File: src/rtl/fetch_stage.sv
// rtl/fetch_stage.sv - RV32I IF stage with IF/ID register; IF_SKID_BUF_EN selects the skid-buffered always-enabled BRAM variant
module fetch_stage #(
  parameter logic [31:0] RESET_PC  = 32'h0000_0000,
  parameter int unsigned IMEM_AW   = 10,
  parameter logic [31:0] NOP_INSTR = 32'h0000_0013
) (
  input  logic               clk,
  input  logic               reset,
  input  logic               stallF,
  input  logic               stallD,
  input  logic               stallE,
  input  logic               FlushD,
  input  logic               PcSrcE,
  input  logic [31:0]        PCTargetE,
  output logic [IMEM_AW-1:0] imem_addr,
  output logic               imem_en,
  input  logic [31:0]        imem_rdata,
  output logic [31:0]        InstrD,
  output logic [31:0]        PCD,
  output logic [31:0]        PCPlus4D,
  output logic               ValidD
);

  logic [31:0] pc_f;
  logic [31:0] pc_f_next;
  logic [31:0] pc_plus4_f;
  logic        redirect;
  logic        kill;
  logic [31:0] instr_raw;

  // A held Execute instruction must neither redirect nor flush
  assign redirect   = PcSrcE & ~stallE;
  assign kill       = FlushD & ~stallE;
  assign pc_plus4_f = pc_f + 32'd4;
  assign imem_addr  = pc_f[IMEM_AW+1:2];

  // Next PC: redirect beats stall, otherwise sequential (wraps mod 2^32)
  always_comb begin
    pc_f_next = pc_plus4_f;
    if (redirect) begin
      pc_f_next = PCTargetE & ~32'd3;
    end else if (stallF) begin
      pc_f_next = pc_f;
    end
  end

  // PC register
  always_ff @(posedge clk or negedge reset) begin
    if (!reset) begin
      pc_f <= RESET_PC;
    end else begin
      pc_f <= pc_f_next;
    end
  end

  // IF/ID register: kill beats stall; the BRAM output reg supplies the matching instruction
  always_ff @(posedge clk or negedge reset) begin
    if (!reset) begin
      PCD      <= '0;
      PCPlus4D <= '0;
      ValidD   <= 1'b0;
    end else if (kill) begin
      ValidD <= 1'b0;
    end else if (!stallD) begin
      PCD      <= pc_f;
      PCPlus4D <= pc_plus4_f;
      ValidD   <= 1'b1;
    end
  end

`ifdef IF_SKID_BUF_EN
  logic [31:0] skid_q;
  logic        skid_vld;

  // BRAM keeps reading during a stall, so the Decode instruction is parked here
  assign imem_en = reset;

  // Capture the Decode instruction on the first stalled cycle; drop it on release or kill
  always_ff @(posedge clk or negedge reset) begin
    if (!reset) begin
      skid_q   <= '0;
      skid_vld <= 1'b0;
    end else if (kill || !stallD) begin
      skid_vld <= 1'b0;
    end else if (!skid_vld) begin
      skid_q   <= imem_rdata;
      skid_vld <= 1'b1;
    end
  end

  assign instr_raw = skid_vld ? skid_q : imem_rdata;
`else
  // Disabling the BRAM while Decode stalls keeps its output reg holding the Decode instruction
  assign imem_en   = reset & ~stallD;
  assign instr_raw = imem_rdata;
`endif

  assign InstrD = ValidD ? instr_raw : NOP_INSTR;

endmodule

File: config.mk
export PLATFORM = sky130hd
export DESIGN_NAME = fetch_stage
export DESIGN_NICKNAME = d
export VERILOG_FILES = /design/src/rtl/fetch_stage.sv
export SDC_FILE = /design/constraint.sdc
export NUM_CORES = 1
export LEC_CHECK = 0
export CAP_MARGIN = 20
export CORE_MARGIN = 1.5
export CORE_UTILIZATION = 41
export DETAILED_ROUTE_END_ITERATION = 10
export GPL_TIMING_DRIVEN = 0
export PLACE_DENSITY = 0.82
export SLEW_MARGIN = 20
export SYNTH_ARGS = -nofsm -noshare
export SYNTH_HDL_FRONTEND = slang
export SYNTH_SLANG_ARGS = --single-unit
File: constraint.sdc
create_clock -name clk -period 1.9 [get_ports clk]
set_input_delay 0.285 -clock clk [delete_from_list [all_inputs] [get_ports clk]]
set_output_delay 0.285 -clock clk [all_outputs]
set_load 0.005 [all_outputs]
# After elaboration in Yosys (flattened, before gate mapping)
# Cells that the tools add are included.
dict set report word_totals {
  romBits 0
  inputBits 71
  word_cells 19
  n_memories 0
  ram_bits 0
  register_bits 97
  latchBits 0
  out_inout_bits 108
}
dict set report op_classes {
  eq_ne 2
  bitwise 6
  muxes 5
  order_cmp 0
  addsub 1
  n_mul 0
  n_reduce_logical 1
  shifts 0
  div_mod_pow 0
}
# operator count
set ops {}
lappend ops {{$mux 32} 3}
lappend ops {{$add 32x3->32 const B} 1}
lappend ops {{$ne 2x1->1 const B} 2}
lappend ops {{$and 1x1->1} 3}
lappend ops {{$not 1->1} 3}
lappend ops {{$mux 1} 2}
lappend ops {{$reduce_and 2->1} 1}

# Logic depth before layout (Yosys ltp)
dict set report depth {
  depth_word 4
  mapped_depth 8
}

# Worst setup path after synthesis
# No wires, ideal clock.
dict set report synth_path {
  path_kind {register -> register}
  start {reg pc_f[16]}
  end {reg pc_f[29]}
  required_ps 1770
  t_arrival_ps 1653
  path_slack_ps 117
  stages_incl_launch_ff 9
  setup_time_ps 130
  cell_sequence {dfrtp_1 > clkbuf_2 > nand4_1 > or3_1 > buf_6 > buf_12 > nor4_4 > xnor2_1 > o21ai_2}
}
dict set report synth_between {
  elab_chain_cells 3
}
# element line_no
set synth_lines {}
lappend synth_lines {{start: declaration} 24} ;# logic [31:0] pc_f;
lappend synth_lines {{start signal: assignment} 52} ;# pc_f <= pc_f_next;
lappend synth_lines {{$add 32x3->32} 34} ;# assign pc_plus4_f = pc_f + 32'd4;
lappend synth_lines {{$mux 32} 42} ;# end else if (stallF) begin
lappend synth_lines {{$mux 32} 40} ;# if (redirect) begin
# Every way passes these cells. The select of a mux whose other input is x is not followed.
# A chain may end at the register's enable or synchronous reset.

# Worst setup path after layout
dict set report layout_path {
  start {reg ValidD}
  end {out InstrD[17]}
}
dict set report layout_between {
  elab_chain_cells 1
}
# element line_no
set layout_lines {}
lappend layout_lines {{start: declaration} 21} ;# output logic ValidD
lappend layout_lines {{start signal: assignment} 61} ;# ValidD <= 1'b0;
lappend layout_lines {{start signal: assignment} 63} ;# ValidD <= 1'b0;
lappend layout_lines {{start signal: assignment} 67} ;# ValidD <= 1'b1;
lappend layout_lines {{$mux 32} 98} ;# assign InstrD = ValidD ? instr_raw : NOP_INSTR;
lappend layout_lines {{end: declaration} 18} ;# output logic [31:0] InstrD,
# Every way passes these cells.

==> summary.txt <==
Seq cells post-synth = 91
Worst path buffer plus inverter count = 2
Final Hold Slack = 0.4634 ns
Largest net degree at the start of global routing = 48
TritonCTS Buffers = 9
Final WL = 15590 um
Worst min path class = primary input to register
Fmax = 533.7 MHz
Maximum fanout along the worst path = 10
Post-synth EDFFs = 0
Switching pwr = 1.871 mW
Levels on crit path = 3
Worst Setup EP = InstrD[17]
Max Slew Vio Count = 0
Via count = 4579
IO buf count = 172
Syn Area/Cell = 8.937 um2
Drt pass-1 iters = 4
CP Data Required Time = 1.62 ns
Count leader, synth = nand2_1
Mapped cell area = 0.004808 mm2
Leakage = 3.185 nW
Setup-failing EPs final = 0
P_int = 4.581 mW
TritonCTS clock tree = done
WL/cell = 17.43 um
Final ANT Viol Nets = 0
Final period util = 98.62%
FFs w/ async S/R, synth = 100.0%
Setup TNS = 0 ns
Initial Utilization = 42.11%
Comb power frac = 30.9%
Worst-path clk slew = 0.07 ns
Cell Pwr Density = 857.8 mW/mm2
Delay-heaviest family, CP = buffers and inverters
Synth Warn # = 0
# DRC = 0
Yosys top cell area share = 47.36%
Total Routing Usage GR = 24.79%
RSZ-0062 raised after global routing = yes
Critical path arrival = 1.59 ns
Final instance area = 0.007522 mm2
H-tree levels = 3
Worst R2R Path Depth = 6
Worst-path cell chain = buf_6 -> and2_1 -> clkdlybuf4s50_1
Reg-to-reg endpoint = pc_f[27]
Sw frac = 29.00%
Top Ports = 179
VDD IR max = 0.0005197 V
Clk buf depth = 2
CP max stage cell = clkdlybuf4s50_1
Ys flop type = dfrtp_1
Clk_skew = 0.007783 ns
Inst Count DP = 857
Synth top area cells = dfrtp_1 (47%), nand2_1 (12%), xnor2_1 (9.7%), o21ai_0 (4.5%), and2_1 (3.8%)
Die Ht = 111.3 um
Drt via density = 5.122
Sink Count = 91
Slew @ Worst Pin = 0.9110 ns
Initial DRC Count = 248
Grt total ovfl = 0
Dominant cell type by area after synthesis = dfrtp_1
Placed inst area = 0.006745 mm2
Fin cells = 894
Crit path from = ValidD
Worst-Skew Late Latency = 0.36 ns
Sequential share of power = 39.9%
Root Buffer = clkbuf_16
Post-synth cell types = 40
Clock network fraction of total power = 29.2%
Final hold vios = 0
# rows = 39
Status = completed
Vias in the first global route = 4480
Core Region = 0.01142 mm2
Die Area = 0.01239 mm2
Max-slew headroom = 39.27%
Final HPWL DP = 11050 um
Reg-to-reg startpoint = pc_f[20]
Area Overhead vs Synth = 56.44%
Startpoint Class = register
Register area share after synthesis = 47.36%
Top cells by count, synth = nand2_1 (151), dfrtp_1 (91), xnor2_1 (53)
Layout cell share with drive strength beyond 1 = 17.98%
Total power = 6.453 mW
Initial antenna violation count = 0
Fillers = 920
Gpl congestion = 0.8805
Width of the die = 111.3 um
Syn Inst Count = 538
CP Capture Type = primary output
First-pass GRT wire length = 24040 um
Max cap viols = 0
Crit Path Category = register to primary output
Layout Nets = 818
Min cycle time layout = 1.874 ns
R2r setup slk = 0.03 ns
Antenna diodes = 0
Slowest stage delay, CP = 0.51 ns
## cell type report
type	instances	area [um2]	share of cell area, %
repair buffers	197	1969	26.18
clock inverters	5	60.06	0.7984
flip-flops and latches	91	2291	30.46
inverters	7	26.28	0.3493
multi-input cells	389	2352	31.27
well taps	143	178.9	2.379
plain buffers	51	391.6	5.206
clock buffers	11	252.7	3.360
## power groups by stage
stage               Clock (mW)  Sequential (mW)  Combinational [mW]
floorplan                    0             2.55               0.756
global placement             0             2.58                1.79
detailed placement           0             2.59                1.83
CTS                       1.89             2.57                1.89
global route              1.99             2.61                2.17
finish                    1.88             2.57                2.00
## layer usage
metal | wire length (um) | track usage (%) | up-vias
met5 | 0 | 0 | -
met4 | 187 | 5.738 | 0
met3 | 1101 | 6.397 | 12
met2 | 8088 | 42.94 | 185
met1 | 6207 | 31.06 | 2238
li1 | - | - | 2144
## kinds of logic after synthesis
kind of cell	count (synthesis)	share of synthesized area, %
AND/OR/NAND/NOR	261	27.19
flip-flops	91	47.36
AO/OA/AOI/OAI	65	7.000
buffers and inverters	61	7.520
XOR/XNOR	57	10.38
adder cells (fa/ha/maj)	1	0.2602
other	1	0.07799
multiplexers	1	0.2082
## how the worst min path moves through the flow
stage / startpoint / endpoint / slack (ns) / cells past startpoint
finish: PCTargetE[26] / pc_f[26] / 0.46 / 3
global route: PCTargetE[26] / pc_f[26] / 0.48 / 3
CTS: reset / pc_f[4] / -0.03 / 1
detailed placement: reset / pc_f[4] / 0.33 / 1
global placement: PCPlus4D[10] / PCPlus4D[10] / 0.45 / 2
floorplan: reset / PCD[10] / -0.01 / 0
## sequential cells by signal, indices dropped and copies added (netlist names)
| name | count |
|---|---|
| PCD | 30 |
| pc_f | 30 |
| PCPlus4D | 30 |
| ValidD | 1 |
## placed cells by master (no fill, tap or decap), types with 8 or more instances in the layout
cell type / count
clkdlybuf4s50_1: 170
nand2_1: 150
dfrtp_1: 80
xnor2_1: 53
o21ai_0: 41
buf_4: 36
and2_1: 28
o21ai_1: 20
buf_6: 15
nor2_1: 13
dfrtp_2: 11
clkbuf_1: 11
nor3_2: 11
clkbuf_16: 10
clkbuf_2: 8
## worst register-to-register path: stages, from the launching register on
cell	delay (ns)
dfrtp_1	0.35
buf_6	0.13
nand4_1	0.22
or4_4	0.61
nor3_4	0.21
xnor2_1	0.15
o21ai_1	0.08
## metrics by stage
stage / utilization [%] / setup WS [ns]
after floorplan: - / 0.1170
after global placement: 58.85 / -2.959
after detailed placement: 59.07 / -0.5206
after CTS: 63.14 / -0.0007125
after global routing: 65.88 / -0.03587
final: 65.88 / 0.02618
## what timing repair did
action / CTS / global route
cloned: 0 / 1
endpoints found under the setup margin: 106 / 91
pin swaps: 4 / 14
resized for setup: 43 / 46
setup buffers: 5 / 16
endpoints found under the hold margin: 44 / 44
Note: power is estimated with default switching activity, not from simulation.
